## src/rtl/pc_pkg.sv

```systemverilog
// Shared definitions for the program-counter update path.
// FSM encoding, PC step size and default reset vector.
package pc_pkg;

  typedef enum logic {
    RUN  = 1'b0,
    HOLD = 1'b1
  } pc_state_e;

  localparam logic [31:0] PC_STEP      = 32'd4;
  localparam logic [31:0] RESET_PC_DEF = 32'h0000_0000;

endpackage

```

## src/rtl/next_pc_calc.sv

```systemverilog
// Combinational next-PC arithmetic: PC+4, branch target,
// taken decision and target misalignment flag.
module next_pc_calc
  import pc_pkg::*;
(
  input  logic [31:0] pc_i,
  input  logic        jump_i,
  input  logic        beq_i,
  input  logic        bne_i,
  input  logic        zero_i,
  input  logic [31:0] offset_i,
  output logic [31:0] pc_plus4_o,
  output logic [31:0] target_o,
  output logic        taken_o,
  output logic        misalign_o
);

  assign pc_plus4_o = pc_i + PC_STEP;
  assign target_o   = pc_plus4_o + offset_i;

  // BEQ and BNE together cover both ZERO values, so that pair is always taken.
  assign taken_o = jump_i
                 | (beq_i & zero_i)
                 | (bne_i & ~zero_i);

  assign misalign_o = taken_o & (offset_i[1:0] != 2'b00);

endmodule

```

## src/rtl/pc_update_unit.sv

```systemverilog
// Program counter register with branch/jump redirect, memory-stall
// hold of the captured decision, sticky error and retire counter.
module pc_update_unit
  import pc_pkg::*;
#(
  parameter logic [31:0] RESET_PC = RESET_PC_DEF,
  parameter int          CNT_W    = 16
) (
  input  logic             CLK,
  input  logic             RESET,
  input  logic             CTRL_VALID,
  input  logic             JUMP,
  input  logic             BRANCH_EQ,
  input  logic             BRANCH_NE,
  input  logic             ZERO,
  input  logic [31:0]      OFFSET,
  input  logic             BUSYWAIT,
  output logic [31:0]      PC,
  output logic [31:0]      PC_PLUS4,
  output logic             REDIRECT,
  output logic             STALLED,
  output logic             ERROR,
  output logic [CNT_W-1:0] RETIRED
);

  pc_state_e        state_q, state_d;
  logic [31:0]      pc_q, pc_d;
  logic [31:0]      pend_pc_q, pend_pc_d;
  logic             pend_tk_q, pend_tk_d;
  logic             redir_q, redir_d;
  logic             err_q, err_d;
  logic [CNT_W-1:0] ret_q, ret_d;

  logic [31:0] plus4;
  logic [31:0] target;
  logic        taken;
  logic        misalign;
  logic        take_ok;
  logic [31:0] next_pc;

  next_pc_calc u_calc (
    .pc_i       (pc_q),
    .jump_i     (JUMP),
    .beq_i      (BRANCH_EQ),
    .bne_i      (BRANCH_NE),
    .zero_i     (ZERO),
    .offset_i   (OFFSET),
    .pc_plus4_o (plus4),
    .target_o   (target),
    .taken_o    (taken),
    .misalign_o (misalign)
  );

  // A misaligned target degrades to a sequential step.
  assign take_ok = taken & ~misalign;
  assign next_pc = take_ok ? target : plus4;

  always_ff @(posedge CLK) begin
    if (RESET) state_q <= RUN;
    else       state_q <= state_d;
  end

  always_comb begin
    state_d = state_q;
    unique case (state_q)
      RUN:     if (CTRL_VALID && BUSYWAIT) state_d = HOLD;
      HOLD:    if (!BUSYWAIT) state_d = RUN;
      default: state_d = RUN;
    endcase
  end

  always_comb begin
    STALLED = (state_q == HOLD);
  end

  always_comb begin
    pc_d      = pc_q;
    pend_pc_d = pend_pc_q;
    pend_tk_d = pend_tk_q;
    redir_d   = 1'b0;
    err_d     = err_q;
    ret_d     = ret_q;
    unique case (state_q)
      RUN: begin
        if (CTRL_VALID) begin
          if (misalign) err_d = 1'b1;
          if (BUSYWAIT) begin
            pend_pc_d = next_pc;
            pend_tk_d = take_ok;
          end else begin
            pc_d    = next_pc;
            redir_d = take_ok;
            ret_d   = ret_q + CNT_W'(1);
          end
        end
      end
      HOLD: begin
        // A new instruction while stalled is a protocol violation.
        if (CTRL_VALID) err_d = 1'b1;
        if (!BUSYWAIT) begin
          pc_d    = pend_pc_q;
          redir_d = pend_tk_q;
          ret_d   = ret_q + CNT_W'(1);
        end
      end
      default: ;
    endcase
  end

  always_ff @(posedge CLK) begin
    if (RESET) begin
      pc_q      <= RESET_PC;
      pend_pc_q <= '0;
      pend_tk_q <= 1'b0;
      redir_q   <= 1'b0;
      err_q     <= 1'b0;
      ret_q     <= '0;
    end else begin
      pc_q      <= pc_d;
      pend_pc_q <= pend_pc_d;
      pend_tk_q <= pend_tk_d;
      redir_q   <= redir_d;
      err_q     <= err_d;
      ret_q     <= ret_d;
    end
  end

  assign PC       = pc_q;
  assign PC_PLUS4 = plus4;
  assign REDIRECT = redir_q;
  assign ERROR    = err_q;
  assign RETIRED  = ret_q;

endmodule

```

## config.mk

```make
export PLATFORM = sky130hd
export DESIGN_NAME = pc_update_unit
export DESIGN_NICKNAME = d
export VERILOG_FILES = /design/src/rtl/pc_pkg.sv /design/src/rtl/next_pc_calc.sv /design/src/rtl/pc_update_unit.sv
export SDC_FILE = /design/constraint.sdc
export NUM_CORES = 1
export LEC_CHECK = 0
export ABC_AREA = 1
export CORE_AREA = 4 4 99 170
export DETAILED_ROUTE_END_ITERATION = 6
export DIE_AREA = 0 0 103 174
export GPL_TIMING_DRIVEN = 0
export HOLD_SLACK_MARGIN = 0.12
export PLACE_DENSITY = 0.69
export REMOVE_ABC_BUFFERS = 1
export SYNTH_ARGS = -nofsm -noshare
export SYNTH_HDL_FRONTEND = slang
export SYNTH_HIERARCHICAL = 1
export SYNTH_SLANG_ARGS = --single-unit
```

## constraint.sdc

```tcl
create_clock -name CLK -period 3.8 [get_ports CLK]
set_input_delay 0.38 -clock CLK [delete_from_list [all_inputs] [get_ports CLK]]
set_output_delay 0.38 -clock CLK [all_outputs]
set_load 0.005 [all_outputs]
```

==> out/metrics.cfg <==
[critical_path]
startpoint=PC[2]$_SDFFE_PP0P_
critical-path-top-delay-family=simple AND/OR/NAND/NOR gates
cp_data_arrival_time_ns=3.73
max_stage_delay_ns=0.40
crit_cells=20
rr_endpoint=PC[31]$_SDFFE_PP0P_
ff2ff_setup_slack_ns=0.34
path_cells=ha_1, nand2_1, inv_1, nand2_1, nor2_1, xor2_2, ha_1, nand2_1, inv_1, nand2_1, nand2_1, a21oi_1, nand2_1, a21oi_2, nand2_1, nand2_1, nand2_1, nand2_1, nand2_1, a21oi_1
cp-start-kind=flop
reg2reg_from=PC[2]$_SDFFE_PP0P_
critPathBufInv=2
endpoint=PC[31]$_SDFFE_PP0P_
worstRegToRegCells=20
worstPathRequired_ns=4.07
worst-setup-path-type=flop to flop
cp_common_cell=nand2_1
slowest_stage=dfxtp_1
critical_path_peak_fanout=5
worstSetupEndpointType=flop

[run_status]
outcome=complete, no violations

[finish]
fin_cells=1471
drive_above_1_share_pct=3.66
final_core_util_pct=54.9
fillers=1620
antenna_cells=0
nNetsFinal=1355
area.growth.synth_to_final_pct=24.4

[routing]
drt_iter0_drc=446
post-route-drc-count=0
routed_wl_um=22200
viasPerCell=5.18
vias=7627
detail-route-antenna-nets=0
wl_per_cell_um=15.1
firstDrtPassIters=5

[timing]
fin_skew_ns=0.00853
setup_tns_ns=0
fin_hold_ws_ns=0.491
report.final.setup_viol=0
hold_viol=0
rsz0062_at_grt=no
period_share_pct=91.1
slew_viol_final=0
max_freq_mhz=289
slew_headroom_pct=13.5
worst_pin_slew_ns=1.29
finalCriticalPeriod_ns=3.46

[synth]
syn_inst=1181
ys_seq_area_share_pct=24.7
synth.avg_cell_area_um2=5.78
synth-warning-count=6
syn_area_um2=6820
synth_cell_types=38
ys_ff_latch=84
yosysTopAreaCell=dfxtp_1
synth_area_leaders=dfxtp_1 (25%), nand2_1 (23%), nor2_1 (9.0%)
synth_top_cell_area_share_pct=24.7

[global_routing]
track_usage_pct=24.7
grt_pass1_wl_um=35200
grt.overflow.total=0
grt_max_degree=82
grt_pass1_vias=7128
antenna_found_initial=0

[clock_network]
tritoncts=done
cts_inserted_buffers=9
hold_buffers=0
cts_max_level=3
cts.sinks=84
cts_root_buf=clkbuf_16
cts_buffer_depth=2
clk_pin_slew_ns=0.07
clk_latency_ns=0.34

[floorplanning]
start_util_pct=44.1
dieArea_um2=17900
die_h_um=174
rows=60
die_w_um=103
ioPinCount=123
core_area_um2=15500

[power]
p_sw_share_pct=35.4
p_leak_uw=0.00423
p_seq_share_pct=35.9
p_total_uw=2800
p_comb_share_pct=31.7
pwr-share-clk_pct=32.5
intPower_uw=1810
powerDensity_nw_per_um2=330
power_switching_uw=989
vdd_drop_max_uv=197

[run]
cap_violations=0

[place]
io_buffer_count=122
place_inst=1455
gp_congestion=0.921
hpwlAfterDp_um=16500

[min_path]
hold_class=flop to flop

## sequential cells by signal, indices dropped and copies added, names as in the netlist
signal     cells
STALLED        1
PC            32
pend_tk_q      1
RETIRED       16
pend_pc_q     32
REDIRECT       1
ERROR          1
## cell families after synthesis
family                   Yosys count  share of synthesized area, %
AO/OA/AOI/OAI                    178                          13.4
adder cells (fa/ha/maj)           35                          6.53
flip-flops                        84                          24.7
buffers and inverters            178                          10.5
XOR/XNOR                          40                          5.14
AND/OR/NAND/NOR                  666                          39.8
## Yosys cell counts
master / count
a211oi_1: 1
buf_4: 6
inv_1: 135
nor2_4: 4
dfxtp_1: 84
o21ai_2: 1
nor2_2: 7
nand3_1: 49
xor2_1: 30
nand3_4: 1
buf_2: 9
buf_1: 1
nand2_1: 414
nor3b_1: 2
nand3_2: 1
inv_2: 4
a21oi_1: 95
nor3_1: 6
o21bai_1: 4
nor4_1: 1
fa_1: 1
o21ai_1: 1
or2_1: 1
xnor2_1: 10
ha_1: 34
nand2_2: 3
and2_1: 1
buf_6: 1
nor3_4: 2
clkbuf_2: 3
clkbuf_1: 16
and3_1: 3
nand4_1: 7
o21ai_0: 72
a21o_1: 4
nor2_1: 163
clkinv_1: 3
nand3b_1: 1
## cells in the final DEF, fill, tap and decap left out, drive strengths merged, types with 3 or more instances in the layout
| master | n |
|---|---|
| xor2 | 30 |
| dfxtp | 84 |
| nand3 | 51 |
| o21bai | 4 |
| clkbuf | 10 |
| nor3 | 8 |
| clkdlybuf4s50 | 122 |
| xnor2 | 10 |
| clkinv | 4 |
| o21ai | 74 |
| nand2 | 417 |
| inv | 142 |
| ha | 34 |
| and3 | 3 |
| nand4 | 7 |
| nor2 | 174 |
| a21o | 4 |
| a21oi | 95 |
## through the flow
step                      instance area, um2  setup slack (ns)
after floorplan                         6640             0.938
after global placement                  8090             0.160
after detailed placement                8150             0.180
after CTS                               8450             0.141
after global routing                    8480           0.00528
final                                   8480             0.340
## area by class of cell
class / count / area, um2 / share of cell area [%]
clock buffers: 10 / 229 / 2.70
multi-input cells: 919 / 4470 / 52.7
inverters: 142 / 534 / 6.30
flip-flops and latches: 84 / 1680 / 19.8
clock inverters: 6 / 68.8 / 0.811
well taps: 186 / 233 / 2.74
repair buffers: 124 / 1270 / 15.0
## timing repair
action	4_1_cts	5_1_grt
gates resized for setup	0	5
endpoints found under the setup margin	0	7
buffers inserted	0	0
## worst reg2reg max path: cells and delay by family (launching register included)
family	cells	cell delay (ns)
and+or+nand+nor	12	1.38
adders and majority gates	2	0.55
AOI/OAI and AO/OA	3	0.56
xor gates and xnor gates	1	0.33
buffers and inverters	2	0.15
DFF	1	0.40
## power groups by stage
stage	Combinational, uW	Sequential [uW]	Clock (uW)
floorplan	527	1000	0
global placement	870	1020	0
detailed placement	879	1020	0
CTS	886	1000	918
global route	993	1010	942
finish	885	1000	908
## layer usage
| metal | vias to the layer above | track usage [%] | wire, um |
|---|---|---|---|
| met5 | - | 0 | 0 |
| met2 | 239 | 43.0 | 11100 |
| met4 | 0 | 11.9 | 898 |
| met3 | 44 | 2.81 | 1240 |
| met1 | 3438 | 29.3 | 9000 |
| li1 | 3906 | - | - |
## how the worst min path moves through the flow
stage | startpoint | to | depth (start not counted)
CTS | ERROR$_SDFFE_PP0P_ | ERROR$_SDFFE_PP0P_ | 2
finish | ERROR$_SDFFE_PP0P_ | ERROR$_SDFFE_PP0P_ | 2
global placement | ERROR$_SDFFE_PP0P_ | ERROR$_SDFFE_PP0P_ | 2
global route | ERROR$_SDFFE_PP0P_ | ERROR$_SDFFE_PP0P_ | 2
floorplan | RESET | ERROR$_SDFFE_PP0P_ | 1
detailed placement | ERROR$_SDFFE_PP0P_ | ERROR$_SDFFE_PP0P_ | 2
No activity file was read; power rests on OpenSTA's default activity.
